`config.mk`:
```
export PLATFORM = sky130hd
export DESIGN_NAME = rps_round_ctrl
export DESIGN_NICKNAME = d
export VERILOG_FILES = /design/src/rtl/rps_pkg.sv /design/src/rtl/rps_debounce.sv /design/src/rtl/rps_round_ctrl.sv
export SDC_FILE = /design/constraint.sdc
export NUM_CORES = 1
export LEC_CHECK = 0
export ABC_AREA = 1
export CORE_MARGIN = 5
export CORE_UTILIZATION = 50
export DETAILED_ROUTE_END_ITERATION = 7
export HOLD_SLACK_MARGIN = 0.08
export PLACE_DENSITY = 0.73
export SLEW_MARGIN = 20
export SYNTH_ARGS = -nofsm -noshare
export SYNTH_HDL_FRONTEND = slang
export SYNTH_SLANG_ARGS = --single-unit
export TNS_END_PERCENT = 30
```
`constraint.sdc`:
```
create_clock -name CLK -period 4.1 [get_ports CLK]
set_input_delay 1.23 -clock CLK [delete_from_list [all_inputs] [get_ports CLK]]
set_output_delay 1.23 -clock CLK [all_outputs]
set_load 0.02 [all_outputs]
```
`src/rtl/rps_pkg.sv`:
```
// rtl/rps_pkg.sv - shared move encodings, FSM states and LFSR helpers for rps_round_ctrl
package rps_pkg;

    localparam logic [2:0] MOVE_NONE     = 3'b000;
    localparam logic [2:0] MOVE_ROCK     = 3'b001;
    localparam logic [2:0] MOVE_PAPER    = 3'b010;
    localparam logic [2:0] MOVE_SCISSORS = 3'b100;

    // x^8+x^6+x^5+x^4+1 -> feedback from bits 7,5,4,3 of a left-shifting register
    localparam logic [7:0] LFSR_TAPS = 8'b1011_1000;

    typedef enum logic [1:0] {
        IDLE     = 2'd0,
        REVEAL   = 2'd1,
        HOLD     = 2'd2,
        WAIT_REL = 2'd3
    } state_e;

    function automatic logic [7:0] lfsr_step(input logic [7:0] v);
        return {v[6:0], ^(v & LFSR_TAPS)};
    endfunction

    function automatic logic [2:0] lfsr_to_move(input logic [7:0] v);
        logic [7:0] r;
        r = v % 8'd3;
        case (r)
            8'd0:    return MOVE_ROCK;
            8'd1:    return MOVE_PAPER;
            default: return MOVE_SCISSORS;
        endcase
    endfunction

endpackage

```
`src/rtl/rps_debounce.sv`:
```
// rtl/rps_debounce.sv - 2-flop button synchronizer with optional debounce filter (RPS_DEBOUNCE_EN)
module rps_debounce #(
    parameter int unsigned W          = 3,
    parameter int unsigned DEB_CYCLES = 250000
) (
    input  logic         clk,
    input  logic         rst,
    input  logic [W-1:0] din,
    output logic [W-1:0] sync_out,
    output logic [W-1:0] level
);

    logic [W-1:0] meta_q;
    logic [W-1:0] sync_q;

    // two-stage synchronizer on the raw asynchronous buttons
    always_ff @(posedge clk or posedge rst) begin
        if (rst) begin
            meta_q <= '0;
            sync_q <= '0;
        end else begin
            meta_q <= din;
            sync_q <= meta_q;
        end
    end

    assign sync_out = sync_q;

`ifdef RPS_DEBOUNCE_EN
    // counter reaches DEB_MAX on the last required stable cycle; 0 or 1 means follow immediately
    localparam int unsigned DEB_MAX = (DEB_CYCLES > 1) ? DEB_CYCLES - 1 : 0;
    localparam int unsigned CNT_W   = (DEB_MAX > 0) ? $clog2(DEB_MAX + 1) : 1;

    logic [W-1:0][CNT_W-1:0] cnt_q, cnt_d;
    logic [W-1:0]            level_q, level_d;

    // per bit: count consecutive cycles the synchronized value disagrees with the level
    always_comb begin
        cnt_d   = cnt_q;
        level_d = level_q;
        for (int i = 0; i < int'(W); i++) begin
            if (sync_q[i] == level_q[i]) begin
                cnt_d[i] = '0;
            end else if (cnt_q[i] == CNT_W'(DEB_MAX)) begin
                level_d[i] = sync_q[i];
                cnt_d[i]   = '0;
            end else begin
                cnt_d[i] = cnt_q[i] + 1'b1;
            end
        end
    end

    // debounce counter and filtered level registers
    always_ff @(posedge clk or posedge rst) begin
        if (rst) begin
            cnt_q   <= '0;
            level_q <= '0;
        end else begin
            cnt_q   <= cnt_d;
            level_q <= level_d;
        end
    end

    assign level = level_q;
`else
    assign level = sync_q;
`endif

endmodule

```
`src/rtl/rps_round_ctrl.sv`:
```
// rtl/rps_round_ctrl.sv - rock-paper-scissors round controller; RPS_DEBOUNCE_EN enables button debounce
module rps_round_ctrl
    import rps_pkg::*;
#(
    parameter int unsigned DEB_CYCLES  = 250000,
    parameter int unsigned HOLD_CYCLES = 50000000,
    parameter logic [7:0]  LFSR_SEED   = 8'hA5
) (
    input  logic       CLK,
    input  logic       RST,
    input  logic [2:0] btn,
    output logic [2:0] user,
    output logic [2:0] compu,
    output logic       round_valid,
    output logic       busy
);

    localparam int unsigned HOLD_EFF  = (HOLD_CYCLES == 0) ? 1 : HOLD_CYCLES;
    localparam int unsigned HOLD_W    = (HOLD_EFF > 1) ? $clog2(HOLD_EFF) : 1;
    localparam logic [HOLD_W-1:0] HOLD_LOAD = HOLD_W'(HOLD_EFF - 1);
    localparam logic [7:0]  SEED_EFF  = (LFSR_SEED == 8'h00) ? 8'h01 : LFSR_SEED;

    logic [2:0] btn_sync;
    logic [2:0] btn_lvl;

    rps_debounce #(
        .W          (3),
        .DEB_CYCLES (DEB_CYCLES)
    ) u_debounce (
        .clk      (CLK),
        .rst      (RST),
        .din      (btn),
        .sync_out (btn_sync),
        .level    (btn_lvl)
    );

    logic [7:0]  lfsr_q, lfsr_d;
    logic [2:0]  lvl_prev_q, lvl_prev_d;
    logic        armed_q, armed_d;
    logic [1:0]  settle_q, settle_d;
    logic [2:0]  press;

    // Presses are only honoured once the buttons have been seen released after the
    // synchronizer has filled, so a button held through reset never counts as a press.
    always_comb begin
        lfsr_d     = lfsr_step(lfsr_q);
        lvl_prev_d = btn_lvl;
        settle_d   = (settle_q == 2'd2) ? settle_q : settle_q + 2'd1;
        armed_d    = armed_q | ((settle_q == 2'd2) && (btn_lvl == 3'b000) && (btn_sync == 3'b000));
        press      = btn_lvl & ~lvl_prev_q & {3{armed_q}};
    end

    // free-running LFSR, edge-detect history and release arming
    always_ff @(posedge CLK or posedge RST) begin
        if (RST) begin
            lfsr_q     <= SEED_EFF;
            lvl_prev_q <= '0;
            armed_q    <= 1'b0;
            settle_q   <= '0;
        end else begin
            lfsr_q     <= lfsr_d;
            lvl_prev_q <= lvl_prev_d;
            armed_q    <= armed_d;
            settle_q   <= settle_d;
        end
    end

    state_e            state_q, state_d;
    logic [2:0]        user_q, user_d;
    logic [2:0]        compu_q, compu_d;
    logic              rv_q, rv_d;
    logic              busy_q, busy_d;
    logic [HOLD_W-1:0] hold_cnt_q, hold_cnt_d;

    // round sequencing: latch a single press, reveal for one cycle, hold, wait for release
    always_comb begin
        state_d    = state_q;
        user_d     = user_q;
        compu_d    = compu_q;
        rv_d       = 1'b0;
        hold_cnt_d = hold_cnt_q;
        case (state_q)
            IDLE: begin
                if ($countones(press) == 1) begin
                    state_d = REVEAL;
                    user_d  = press;
                    compu_d = lfsr_to_move(lfsr_q);
                    rv_d    = 1'b1;
                end
            end
            REVEAL: begin
                state_d    = HOLD;
                hold_cnt_d = HOLD_LOAD;
            end
            HOLD: begin
                if (hold_cnt_q == '0) begin
                    state_d = WAIT_REL;
                    user_d  = MOVE_NONE;
                    compu_d = MOVE_NONE;
                end else begin
                    hold_cnt_d = hold_cnt_q - 1'b1;
                end
            end
            WAIT_REL: begin
                if (btn_lvl == 3'b000) begin
                    state_d = IDLE;
                end
            end
            default: begin
                state_d = IDLE;
                user_d  = MOVE_NONE;
                compu_d = MOVE_NONE;
            end
        endcase
        busy_d = (state_d != IDLE);
    end

    // FSM state and registered outputs
    always_ff @(posedge CLK or posedge RST) begin
        if (RST) begin
            state_q    <= IDLE;
            user_q     <= MOVE_NONE;
            compu_q    <= MOVE_NONE;
            rv_q       <= 1'b0;
            busy_q     <= 1'b0;
            hold_cnt_q <= '0;
        end else begin
            state_q    <= state_d;
            user_q     <= user_d;
            compu_q    <= compu_d;
            rv_q       <= rv_d;
            busy_q     <= busy_d;
            hold_cnt_q <= hold_cnt_d;
        end
    end

    assign user        = user_q;
    assign compu       = compu_q;
    assign round_valid = rv_q;
    assign busy        = busy_q;

endmodule

```
Yosys cells after proc, flatten, opt, wreduce, memory -nomap -nowiden
Cells that the tools add are included.
W data, S select, Z words.

word-level totals
  output and inout bits = 8
  input bits = 5
  flip-flop bits (word level) = 56

operators by class
  mux-type cells = 14
  equal/unequal tests = 9
  reductions and logical operators = 12
  add/subtract/negate cells = 4
  bitwise gates (word level) = 4
  divide/modulo/power cells = 1

operator list
  kind                     number
  $pmux W26 S2             1
  $logic_not A26 Y1        1
  $mux W26                 1
  $sub A26 B1 Y26 const B  1
  $pmux W3 S2              3
  $mux W3                  3
  $eq A8 B1 Y1 const B     1
  $logic_not A8 Y1         1
  $mod A8 B2 Y8 const B    1
  $pmux W2 S4              1
  $reduce_xor A8 Y1        1
  $and A3 B3 Y3            2
  $eq A2 B2 Y1 const B     3
  $mux W2                  3
  $ne A2 B2 Y1 const B     3
  $reduce_bool A2 Y1       3
  $add A2 B1 Y3            1
  $eq A3 B1 Y1 const B     1
  $logic_not A3 Y1         1
  $not A3 Y3               1
  $reduce_and A3 Y1        1
  $add A1 B1 Y2            1
  $add A2 B1 Y2 const B    1
  $eq A2 B1 Y1 const B     1
  other kinds (5)          7

Longest topological paths before layout
Gate-level depths: netlist of run 1.

  depth in word-level cells = 9
  mapped depth = 27
  depth with buffers taken out = 27

Hierarchy
Synthesis of run 1 repeated with hierarchy kept, for this count alone.

second synthesis, totals
  cells, all modules = 360
  area, all modules = 3050.4 µm²

by module, submodules not included
  module          times used  area each (µm²)  cells an instance
  rps_round_ctrl  1           2874.0           350
  rps_debounce    1           176.4            10

Least setup slack after synthesis of run 1
No wires, ideal clock.

  path type = register to register
  start point = register lfsr_q[7]
  end point = register compu_q[2], in the netlist compu[2]
  required time = 3982 ps
  arrival time = 2770 ps
  stages on the path, launching flop included = 24
  setup slack = 1212 ps
  cell sequence = dfstp_2 nand3_1 nand2_2 inv_2 o21ai_2 nand2_2 o21ai_2 nand2_2 a21oi_1 nor2_2 ha_1 a21oi_4 nand3_1 nand2_1 inv_1 ha_1 inv_1 nor2_1 nor2_1 nand3_1 nand2_1 nand2_1 nand3_1 nand2_1

between the ends
  longest elaborated chain between the ends = 5

RTL lines
  what                                              RTL line               RTL
  start, declared                                   rps_round_ctrl.sv:37   logic [7:0] lfsr_q, lfsr_d;
  start signal, assigned                            rps_round_ctrl.sv:61   lfsr_q <= lfsr_d;
  $mod A8 B2 Y8 (*)                                 rps_pkg.sv:25          r = v % 8'd3;
  $eq A8 B1 Y1 or $logic_not A8 Y1 (tied branches)  rps_pkg.sv:26          case (r)
  $pmux W3 S2 (*)                                   rps_pkg.sv:26
  $mux W3 (*)                                       rps_round_ctrl.sv:84   if ($countones(press) == 1) begin
  $pmux W3 S2 (*)                                   rps_round_ctrl.sv:82   case (state_q)
  end signal, assigned                              rps_round_ctrl.sv:130  compu_q <= compu_d;
  end, declared                                     rps_round_ctrl.sv:70   logic [2:0] compu_q, compu_d;

Every way passes the cells marked *; elsewhere a longest branch is shown, timed or not. The select of a mux whose other input is x is not followed.
A chain may end at the register's enable or synchronous reset.

Worst setup path in the final report of run 1
Same ends and word-level chain as after synthesis.

==> out/summary.txt, run 1 <==
CP Class: reg2reg
std cell rows: 27
Post-Syn Area per Cell: 8.231 µm²
die height: 86.56 µm
critical path's slowest cell: dfstp_2
synth warn: 0
CTS tree: yes
Fmax: 315.4 MHz
iteration-0 DRC count of the detailed router: 161
leak pwr: 1.415 nW
diodes inserted: 0
FF-to-FF path depth: 25
Setup Skew: 17.78 ps
Initial Utilization: 0.5225
Seq. cell area: 1406 µm²
maximum vdd drop: 0.0002453 V
vias in the first global route: 2150
DR DRC count: 0
post-synth top area share: 0.4441
Via density: 5.203
Fillers: 509
power per standard cell area: 415.3 nW/µm²
via count: 2336
CTS Root Buffer Type: clkbuf_8
P&R area growth vs syn: 10.72%
post-synthesis cell type count: 35
cell mode on critical path: nand2_1
area of the multi-input gates: 1291 µm²
Routed WL per cell: 12.61 µm
cell area after synthesis: 2930 µm²
clk slew on worst S/H paths: 100 ps
clock buffer depth: 2
CP top delay family: simple AND/OR/NAND/NOR gates
final worst slack: 929.9 ps
number of flops mapped to enable cells by yosys: 0
Core Footprint: 5608 µm²
setup slack at placement: 925.8 ps
I/O pin total: 13
total CTS buffers: 5
max-slew violation count: 0
Initial DRT Pass Iterations: 4
final setup fails: 0
gr ovfl total: 0
CP Launch Type: register
post-cts sizing count: 0
Max H-tree Level: 2
die area: 7492 µm²
Req. time, crit path: 4290 ps
WP buf/inv: 3
largest cells by area after synthesis: dfrtp_1 44%, inv_1 7.0%, nand2_1 7.0%
synthesized flop and latch total: 56
Syn Inst Count: 356
share of cells above drive strength 1: 0.1220
hold_buf cts: 0
clock sinks: 56
nets: 387
largest net degree at the start of global routing: 31
Syn Nets: 367
post-CTS setup buffers: 0
Commonest cells post-synth: 55 x inv_1, 55 x nand2_1, 52 x dfrtp_1, 50 x nor2_1, 26 x nand3_1
Slew Limit Headroom: 0.5380
setup TNS: 0 ps
register area share after synthesis: 0.4799
Post-Layout Inst Area: 3244 µm²
PortBufs: 12
RSZ-0062 raised after global routing: no
Power Total: 1.347 mW
clk_lat worst skew: 310 ps
Hold Vio Cnt, Final: 0
Hold WC Path Type: reg2reg
Async SR Flop Fraction: 1.000
Post-DP Area: 3156 µm²
first-pass GRT wire length: 9915 µm
max incr delay on CP: 590 ps
die width: 86.56 µm
Placer Congestion: 0.8312
status: completed
Worst path depth: 25
gr usage total: 0.1632
MaxCap Viol Count: 0
Worst EP arrival: 3360 ps
minimum clock period: 3170 ps
crit-path max FO: 6
leading area contributor after synthesis: dfrtp_1
final worst-path cycle share: 0.7732
Worst Tran Pin Value: 693.1 ps
Worst setup EP type: register
HPWL Detailed: 4200 µm
Routed WL: 5663 µm
post-route ant nets: 0
initial antenna violation count: 0
Worst Hold Depth: 0
Synth Flop Type: dfrtp_1
Hold WS: 361.5 ps
## where the power goes
group	internal, mW	total (mW)	switching (mW)
combinational	0.129	0.374	0.245
sequential	0.625	0.673	0.0486
clock	0.122	0.300	0.178
total	0.876	1.35	0.472
## kinds of logic (layout without fill, tap and decap cells)
logic type	Yosys count	count (layout)	share of synthesized area
flip-flops	56	56	0.4799
buffers and inverters	62	83	0.07942
adder cells (fa/ha/maj)	6	6	0.02818
AO/OA/AOI/OAI	55	55	0.1200
XOR/XNOR	5	5	0.01495
AND/OR/NAND/NOR	172	172	0.2775
## layout by cell type (no fill, tap or decap), types with 2 or more instances in the layout
cell type	instances
a21o_1	3
a21oi_1	14
a22o_1	3
buf_4	3
clkbuf_8	5
clkdlybuf4s50_1	12
dfrtp_1	52
dfstp_2	4
ha_1	5
inv_1	54
inv_2	5
nand2_1	55
nand2_2	11
nand3_1	26
nand3_2	4
nand4_1	11
nor2_1	50
nor2_4	2
nor3_1	6
o211ai_1	4
o21ai_0	19
o21ai_2	4
o311ai_0	2
o31ai_1	3
or2_1	2
xnor2_1	3
xor2_1	2
## through the flow
step | utilization | std cells
after floorplan | - | 356
after global placement | 0.5627 | 441
after detailed placement | 0.5627 | 441
after CTS | 0.5785 | 449
after global routing | 0.5785 | 449
final | 0.5785 | 449
## cell type report
type                       count  area share
clock buffer                   6     0.02237
clock inverter                 2    0.005014
inverter                      60     0.06942
multi-input combinational    238      0.3980
sequential                    56      0.4335
tap                           72     0.02777
timing repair buffer          15     0.04396
## worst paths after layout
check / slack [ps] / from / to
max: 930 / lfsr_q[7]$_DFF_PP1_ / compu[2]$_DFFE_PP0P_
min: 360 / u_debounce.meta_q[1]$_DFF_PP0_ / u_debounce.level[1]$_DFF_PP0_
max reg2reg: 930 / lfsr_q[7]$_DFF_PP1_ / compu[2]$_DFFE_PP0P_
min reg2reg: 360 / u_debounce.meta_q[1]$_DFF_PP0_ / u_debounce.level[1]$_DFF_PP0_
max in group asynchronous: 2060 / RST / u_debounce.meta_q[0]$_DFF_PP0_
min in group asynchronous: 1320 / RST / hold_cnt_q[14]$_DFFE_PP0P_
## registers in the layout, indices dropped and copies added (netlist names), 2 cells and up
register and count:
compu 3, hold_cnt_q 26, lfsr_q 8, lvl_prev_q 3
settle_q 2, state_q 2, u_debounce.level 3, u_debounce.meta_q 3
user 3
## layer usage
layer  vias to the layer above  GRT usage  share of wire
met4                         0    0.05099          0.010
met2                        23     0.2580           0.47
li1                       1200          -              -
met5                         -          0              0
met1                      1106     0.2264           0.50
met3                         7    0.03137          0.025
## worst register-to-register path: stages, from the launching register on
cell and delay, ps:
dfstp_2 590, nand3_1 110, nand2_2 100, inv_2 40
o21ai_2 110, nand2_2 90, o21ai_2 120, nand2_2 90
a21oi_1 210, nor2_2 80, ha_1 240, a21oi_4 200
nand2_4 90, nand2_1 80, nand2_1 60, inv_1 50
ha_1 120, inv_1 90, nand3_1 100, nand2_1 50
nor2_1 80, nand3_1 70, nand2_1 90, nand2_1 70
nand3_1 70, nand2_1 50
No activity file was read; power rests on OpenSTA's default activity.
==> run 2: changes to the inputs <==
==> constraint.sdc (replaced) <==
create_clock -name CLK -period 3.1 [get_ports CLK]
set_input_delay 0.93 -clock CLK [delete_from_list [all_inputs] [get_ports CLK]]
set_output_delay 0.93 -clock CLK [all_outputs]
set_load 0.02 [all_outputs]
==> run 2 against run 1 <==
  * The run now ends with negative setup slack left
  * Clock-buffer cell count shrank 1
  * Die area stayed put
  * Design area grew 5.5%
  * Utilization increased by 3.2 points
  * Register-to-register slack got worse by 970 ps
  * First-iteration DRC count decreased by 24%
  * Hold slack lost 3.6 ps
  * Via count up 4.0%
  * Sequential cell count unchanged
  * Total power up 34%
  * Final cell count is 1.8% higher
  * Wire length increased by 7.6%
  * Critical path type unchanged
  * Largest cell class unchanged
==> out/summary.txt, run 2 (synthesized netlist as in run 1, its figures left out) <==
iteration-0 DRC count of the detailed router: 122 (-24%)
share of cells above drive strength 1: 0.1870 (+0.06500)
Initial Utilization: 0.5225 (unchanged)
setup slack at placement: -87.40 ps (-1013 ps)
first-pass GRT wire length: 10010 µm (+0.97%)
status: finished, violations left
clock buffer depth: 2 (unchanged)
vias in the first global route: 2328 (+8.3%)
I/O pin total: 13 (unchanged)
final worst slack: -44.51 ps (-974.4 ps)
most frequent cells in the layout: 51 x dfrtp_1, 50 x inv_1, 50 x nor2_1
CP Class: reg2reg
hold_buf cts: 0 (unchanged)
hold path startpoint: u_debounce.meta_q[1]$_DFF_PP0_
gr ovfl total: 0 (unchanged)
max-slew violation count: 0 (unchanged)
MaxCap Viol Count: 0 (unchanged)
setup TNS: -44.64 ps (-44.64 ps)
std cell rows: 27 (unchanged)
total CTS buffers: 5 (unchanged)
Req. time, crit path: 3310 ps (-980 ps)
die height: 86.56 µm (unchanged)
minimum clock period: 3145 ps (-25.64 ps)
Initial DRT Pass Iterations: 5 (+1)
Slew Limit Headroom: 0.5439 (+0.005968)
DR DRC count: 0 (unchanged)
die area: 7492 µm² (unchanged)
commonest non-fill, non-tap cell in the layout: dfrtp_1
P&R area growth vs syn: 16.78%
Fmax: 318.0 MHz (+0.82%)
FF-to-FF path depth: 24 (-4.0%)
Routed WL per cell: 13.34 µm (+5.8%)
reg2reg setup slack: -40 ps (-970 ps)
CTS tree: yes
diodes inserted: 0 (unchanged)
Core Footprint: 5608 µm² (unchanged)
Hold EP: u_debounce.level[1]$_DFF_PP0_
max reg flops: 26 (unchanged)
clk slew on worst S/H paths: 110 ps (about the same)
Layout Cells excl Fill: 457 (+1.8%)
crit-path max FO: 5 (-1)
CP Launch Type: register
CTS Root Buffer Type: clkbuf_8
met1 wire length: 2757 µm (-2.0%)
top sig layer: met4
final setup fails: 2 (+2)
Routed WL: 6096 µm (+7.6%)
Top Registers: hold_cnt_q x26, lfsr_q x8
leak pwr: 1.505 nW (+6.4%)
Via density: 5.317 (+2.2%)
DR WL met3: 187 µm (+30%)
Placer Congestion: 0.8273 (-0.47%)
maximum vdd drop: 0.0003024 V (+23%)
nets: 395 (+2.1%)
dpl cells: 441 (unchanged)
Worst EP arrival: 3360 ps (about the same)
largest net degree at the start of global routing: 57 (+84%)
Worst Tran Pin Value: 684.1 ps (-8.952 ps)
final core utilization: 0.6102 (+0.03168)
Hold WC Path Type: reg2reg
Critical R2R Launch: lfsr_q[5]$_DFF_PP1_
initial antenna violation count: 0 (unchanged)
Worst Hold Depth: 0 (unchanged)
RR Endpoint: compu[2]$_DFFE_PP0P_
power per standard cell area: 529.5 nW/µm² (+27%)
Max H-tree Level: 2 (unchanged)
RSZ-0062 raised after global routing: yes
Worst setup EP type: register
Power Total: 1.812 mW (+34%)
gr usage total: 0.1644 (+0.001233)
post-route ant nets: 0 (unchanged)
final worst-path cycle share: 1.014 (+0.2412)
failing checks: negative setup slack
Setup Skew: 11.98 ps (-5.797 ps)
clk_lat worst skew: 310 ps (about the same)
die width: 86.56 µm (unchanged)
HPWL Detailed: 4179 µm (-0.49%)
met2 wire len: 3041 µm (+15%)
PortBufs: 12 (unchanged)
Hold Vio Cnt, Final: 0 (unchanged)
via count: 2430 (+4.0%)
clock sinks: 56 (unchanged)
Top reg by flops: hold_cnt_q
-- run 2: cell types whose count changed in the layout (fill, tap and decap cells not counted), sizes merged --
cell,change
inv,+2
buf,+8
clkinv,-1
clkbuf,-1
-- run 2: what timing repair did --
action                                  in CTS  in global routing
pin swaps                                    0                 21
endpoints found under the setup margin       3                  3
resized for setup                            4                 23
hold endpoints to repair                     0                  0
cloned                                       0                  0
buffers inserted                             2                  6
-- run 2: critical path, cell delays in order (launching register included) --
cell     delay [ps]
dfstp_2         590
nand3_2         100
nand2_2          90
inv_2            50
o21ai_2         130
nand2_2          90
o21ai_2         150
nand2_2         120
a21oi_4         160
nor2_4           70
ha_4            170
a21oi_4         200
nand2_4         100
nand2_4          80
nand2_4          60
inv_2            60
ha_4            190
inv_2            50
nand2_1          60
nor2_1          140
nand3_1         100
nand2_2          90
nand2_1          60
nand3_1          70
nand2_1          50
-- run 2: cell type report --
cell class	instances	area, µm²
fill	491	2186
inverter	60	227.7
sequential	56	1408
clock buffer	5	68.82
clock inverter	3	25.02
timing repair buffer	23	215.2
tap	72	90.09
multi-input combinational	238	1388
-- run 2: worst max-delay path by stage --
stage                                      end  cells after the start  slack, ps                 from
after CTS                 compu[2]$_DFFE_PP0P_                     25        0.8  lfsr_q[5]$_DFF_PP1_
final                     compu[2]$_DFFE_PP0P_                     24        -40  lfsr_q[5]$_DFF_PP1_
after global routing      compu[2]$_DFFE_PP0P_                     25       -220  lfsr_q[5]$_DFF_PP1_
after detailed placement  compu[2]$_DFFE_PP0P_                     25        -90  lfsr_q[7]$_DFF_PP1_
after floorplan           compu[2]$_DFFE_PP0P_                     23        210  lfsr_q[7]$_DFF_PP1_
after global placement    compu[2]$_DFFE_PP0P_                     23         80  lfsr_q[5]$_DFF_PP1_
-- run 2: where the power goes --
group          switching [mW]  internal [mW]
combinational           0.328          0.172
clock                   0.254          0.165
sequential             0.0660          0.827
-- run 2: per-stage QoR --
step | hold WS (ps) | area [µm²]
2_1_floorplan | 331.2 | 2930
3_3_place_gp | 334.2 | 3168
3_5_place_dp | 342.6 | 3168
4_1_cts | 363.3 | 3298
5_1_grt | 371.9 | 3422
6_report | 357.9 | 3422
-- run 2: layer usage --
layer	global-route usage	up-vias
li1	-	1211
met1	0.2030	1166
met2	0.2900	39
met3	0.03707	14
met4	0.04108	0
met5	0	-
